[config.mk]
export PLATFORM = sky130hd
export DESIGN_NAME = serial_add_ctrl
export DESIGN_NICKNAME = d
export VERILOG_FILES = /design/src/rtl/serial_add_ctrl.sv
export SDC_FILE = /design/constraint.sdc
export NUM_CORES = 1
export LEC_CHECK = 0
export ABC_AREA = 0
export BUFFER_PORTS_ARGS = -buffer_cell sky130_fd_sc_hd__buf_2
export CAP_MARGIN = 20
export CORE_ASPECT_RATIO = 1.5
export CORE_MARGIN = 1
export CORE_UTILIZATION = 54
export DETAILED_ROUTE_END_ITERATION = 6
export PLACE_DENSITY = 0.78
export REMOVE_ABC_BUFFERS = 1
export SYNTH_ARGS = -nofsm -noshare
export SYNTH_HDL_FRONTEND = slang
export SYNTH_SLANG_ARGS = --single-unit
[constraint.sdc]
create_clock -name clk -period 1.68 [get_ports clk]
set_input_delay 0.336 -clock clk [delete_from_list [all_inputs] [get_ports clk]]
set_output_delay 0.336 -clock clk [all_outputs]
set_load 0.05 [all_outputs]
[src/rtl/serial_add_ctrl.sv]
// Bit-serial WIDTH-bit add/subtract sharing one full-adder cell, LSB first.
// Latency: done is high WIDTH cycles after the accept edge; busy for WIDTH+1 cycles.
// Backpressure: start is honoured only in IDLE; pulses in RUN/DONE are dropped, not queued.
module serial_add_ctrl #(
    parameter int WIDTH = 8
) (
    input  logic             clk,
    input  logic             rst_n,
    input  logic             start,
    input  logic             sub,
    input  logic             cin,
    input  logic [WIDTH-1:0] a,
    input  logic [WIDTH-1:0] b,
    output logic             busy,
    output logic             done,
    output logic [WIDTH-1:0] sum,
    output logic             cout,
    output logic             ovf
);

    localparam int CW = (WIDTH > 1) ? $clog2(WIDTH) : 1;

    typedef enum logic [1:0] {
        ST_IDLE = 2'd0,
        ST_RUN  = 2'd1,
        ST_DONE = 2'd2
    } state_t;

    state_t           state_q, state_d;
    logic [WIDTH-1:0] a_q, a_d;
    logic [WIDTH-1:0] b_q, b_d;
    logic             carry_q, carry_d;
    logic [CW-1:0]    cnt_q, cnt_d;
    logic [WIDTH-2:0] res_q, res_d;
    logic [WIDTH-1:0] sum_q, sum_d;
    logic             cout_q, cout_d;
    logic             ovf_q, ovf_d;

    logic             fa_sum;
    logic             fa_cout;
    logic             last_bit;
    logic [WIDTH-1:0] res_next;

    // The single shared one-bit full adder.
    assign fa_sum   = a_q[0] ^ b_q[0] ^ carry_q;
    assign fa_cout  = (a_q[0] & b_q[0]) | (carry_q & (a_q[0] ^ b_q[0]));

    assign last_bit = (cnt_q == CW'(WIDTH - 1));
    assign res_next = {fa_sum, res_q};

    always_comb begin
        state_d = state_q;
        a_d     = a_q;
        b_d     = b_q;
        carry_d = carry_q;
        cnt_d   = cnt_q;
        res_d   = res_q;
        sum_d   = sum_q;
        cout_d  = cout_q;
        ovf_d   = ovf_q;

        case (state_q)
            ST_IDLE: begin
                if (start) begin
                    a_d     = a;
                    b_d     = sub ? ~b : b;
                    carry_d = sub ? 1'b1 : cin;
                    cnt_d   = '0;
                    state_d = ST_RUN;
                end
            end
            ST_RUN: begin
                res_d   = res_next[WIDTH-1:1];
                a_d     = a_q >> 1;
                b_d     = b_q >> 1;
                carry_d = fa_cout;
                cnt_d   = cnt_q + CW'(1);
                if (last_bit) begin
                    // carry_q is the carry into the MSB on this final bit.
                    sum_d   = res_next;
                    cout_d  = fa_cout;
                    ovf_d   = fa_cout ^ carry_q;
                    state_d = ST_DONE;
                end
            end
            ST_DONE: begin
                state_d = ST_IDLE;
            end
            default: begin
                state_d = ST_IDLE;
            end
        endcase
    end

    always_ff @(posedge clk or negedge rst_n) begin
        if (!rst_n) begin
            state_q <= ST_IDLE;
            a_q     <= '0;
            b_q     <= '0;
            carry_q <= 1'b0;
            cnt_q   <= '0;
            res_q   <= '0;
            sum_q   <= '0;
            cout_q  <= 1'b0;
            ovf_q   <= 1'b0;
        end else begin
            state_q <= state_d;
            a_q     <= a_d;
            b_q     <= b_d;
            carry_q <= carry_d;
            cnt_q   <= cnt_d;
            res_q   <= res_d;
            sum_q   <= sum_d;
            cout_q  <= cout_d;
            ovf_q   <= ovf_d;
        end
    end

    assign busy = (state_q == ST_RUN) || (state_q == ST_DONE);
    assign done = (state_q == ST_DONE);
    assign sum  = sum_q;
    assign cout = cout_q;
    assign ovf  = ovf_q;

endmodule

==> impl_metrics.toml <==
[run_status]
status = "finished with violations"
violations = "hold timing"

[cts]
clk_latency_ps = 290
clkSinkCount = 39
cts_root_buf = "clkbuf_8"
htree_levels = 2
ctsHoldBuffers = 0
path_clk_slew_ps = 70
cts_buffer_depth = 2
cts_tree = "built"
cts_inserted_buffers = 5

[placed_design]
gp_congestion = 0.706
dpl.hpwl_um = 2240
dp_cells = 217
portBuffers = 32
place_area_mm2 = 0.00201

[logic_synthesis]
synth_top_area_share = 0.544
syn-instance-count = 147
synth.area.top_cells = "dfrtp_1 (54%), mux2_1 (10%), mux2i_1 (7.8%)"
synth-seq-area-share = 0.544
ys_warn_count = 0
yosysTopAreaCell = "dfrtp_1"
avgSynthCellArea_um2 = 12.2
synth_cell_types = 22
mappedNetlistArea_mm2 = 0.00179
synth_seq_cells = 39

[detailed_routing]
drt_iter0_drc = 11
drt_wl_total_um = 2960
vias = 1166
wl_per_cell_um = 13.2
postRouteAntennaNets = 0
via_per_inst = 5.21
dr.pass1.iters = 4
drc = 0

[timing]
slew_viol_final = 0
post-route-period-util = 0.942
finalHoldViolCount = 12
worst_pin_slew_ps = 459
maxSlewHeadroom = 0.694
finalClockSkew_ps = 6.83
clock.fmax_mhz = 632
layout_min_cycle_time_ps = 1580
timing.hold.ws_ps = -10.2
setup-violations-final = 0
rsz0062_at_grt = "yes"

[finish]
final_nets = 211
drive_gt1_frac = 0.250
fill_cells = 246
area_growth_pct = 18.2
instances_no_fill = 224
num_antenna_cells = 0
postLayoutCellArea_mm2 = 0.00212

[setup_path]
crit_path_top_delay_cell = "dfrtp_1"
crit_path_end_kind = "output port"
r2r_start = "state_q[1]"
ff2ff_setup_slack_ps = 110
r2r_cells = 5
critPathMaxStageDelay_ps = 370
crit_chain = "inv_1 > ha_1 > buf_2"
worstPathArrival_ps = 1250
path_class = "reg -> out"
start_kind = "flip-flop"
cp_data_required_time_ps = 1340
timing.rr.end = "b_q[1]"
cp_max_fo = 3

[power_and_ir_drop]
p_leak_nw = 1.08
p_per_area_mw_per_mm2 = 1920
design_power_total_mw = 4.07
ir_drop_v = 0.00119

[worst_hold_path]
hold_class = "in -> async"

[global_route]
overflow = 0
grt_pass1_wl_um = 5070
grt_usage = 0.193
grt_max_degree = 38
antenna_found_initial = 0
grt_pass1_vias = 1186

[die]
ios = 33
core_area_mm2 = 0.00316
die_x_um = 49.1
std_cell_rows = 25
dieArea_mm2 = 0.00356
start_util = 0.568
die_y_um = 72.6

[flow_run]
max_cap_violations = 0
## synthesized netlist by cell type
master    number
fa_1           1
a32o_1         2
mux2i_1       14
mux2_1        16
a21oi_1        4
dfrtp_1       39
o21ai_0        1
nand2_1       21
o21ai_1       18
xor2_1         7
xnor2_1        2
or3_1          1
inv_1          4
buf_2          2
buf_4          2
nand2_2        1
o31ai_1        1
mux2i_4        1
ha_1           5
nand2b_1       2
clkbuf_2       1
buf_6          2
## final cells by class
cell class                      count  area (µm²)  area share
Clock buffer                        5        68.8      0.0324
Clock inverter                      2        37.5      0.0177
Inverter                            4        15.0     0.00708
Multi-Input combinational cell     97         751       0.354
Sequential cell                    39         976       0.460
Tap cell                           40        50.0      0.0236
Timing Repair Buffer               37         223       0.105
## cells by family after synthesis
| family | share of synthesized area |
|---|---|
| DFF | 0.544 |
| muxes | 0.191 |
| AOI/OAI and AO/OA | 0.0795 |
| and+or+nand+nor | 0.0579 |
| buffers and inverters | 0.0376 |
| xor gates and xnor gates | 0.0439 |
| adders and majority gates | 0.0460 |
## how the worst max path moves through the flow
| stage | from | to | slack [ps] | cells past startpoint |
|---|---|---|---|---|
| final | state_q[1] | busy | 100 | 3 |
| after global placement | cnt_q[0] | cout | 180 | 4 |
| after CTS | state_q[1] | busy | 80 | 3 |
| after global routing | state_q[1] | b_q[3] | -20 | 5 |
| after detailed placement | state_q[1] | sum[1] | 130 | 4 |
| after floorplan | state_q[1] | carry_q | -300 | 5 |
## placed cells by master, fill, tap and decap left out, types with 2 or more instances in the layout
cell	count
clkbuf_8	5
nand2_1	21
a32o_1	2
mux2_1	16
dfrtp_1	39
mux2i_1	14
xor2_1	7
nand2b_1	2
buf_2	32
buf_4	3
ha_1	5
inv_1	4
a21oi_1	4
xnor2_1	2
o21ai_1	18
buf_12	2
## stage by stage
step           worst slack, ps  setup TNS, ps  utilization  hold slack (ps)
2_1_floorplan             -301          -7470            -             40.4
3_3_place_gp               180              0        0.638              313
3_5_place_dp               129              0        0.638              313
4_1_cts                   82.2              0        0.671             2.39
5_1_grt                  -20.8          -28.8        0.671             13.8
6_report                  97.1              0        0.671            -10.2
## critical path, delay by kind of cell, from the launching register on
| family | cells | cell delay, ps |
|---|---|---|
| adder cells (fa/ha/maj) | 1 | 270 |
| buffers and inverters | 2 | 320 |
| flip-flops | 1 | 370 |
## power breakdown
part           switching [mW]  internal, mW  total [mW]
clock network           0.304         0.434       0.738
registers               0.232          1.34        1.58
logic                    1.03         0.724        1.76
total                    1.57          2.50        4.07
## registers in the layout (all words and copies together), names as in the netlist
signal and count:
cout 1, carry_q 1, cnt_q 3, ovf 1, res_q 7, a_q 8
sum 8, b_q 8, state_q 2
## routing by layer
| metal | part of all wire | GRT usage | up-vias | wire, µm |
|---|---|---|---|---|
| li1 | - | - | 573 | - |
| met1 | 0.42 | 0.206 | 558 | 1240 |
| met2 | 0.52 | 0.344 | 29 | 1550 |
| met3 | 0.036 | 0.0479 | 6 | 108 |
| met4 | 0.021 | 0.108 | 0 | 61 |
| met5 | 0 | 0 | - | 0 |
## timing repair
action,4_1_cts,5_1_grt
setup buffers,0,0
setup endpoints to repair,0,2
gates resized for setup,0,0
Power figures use the tool's default switching activity.
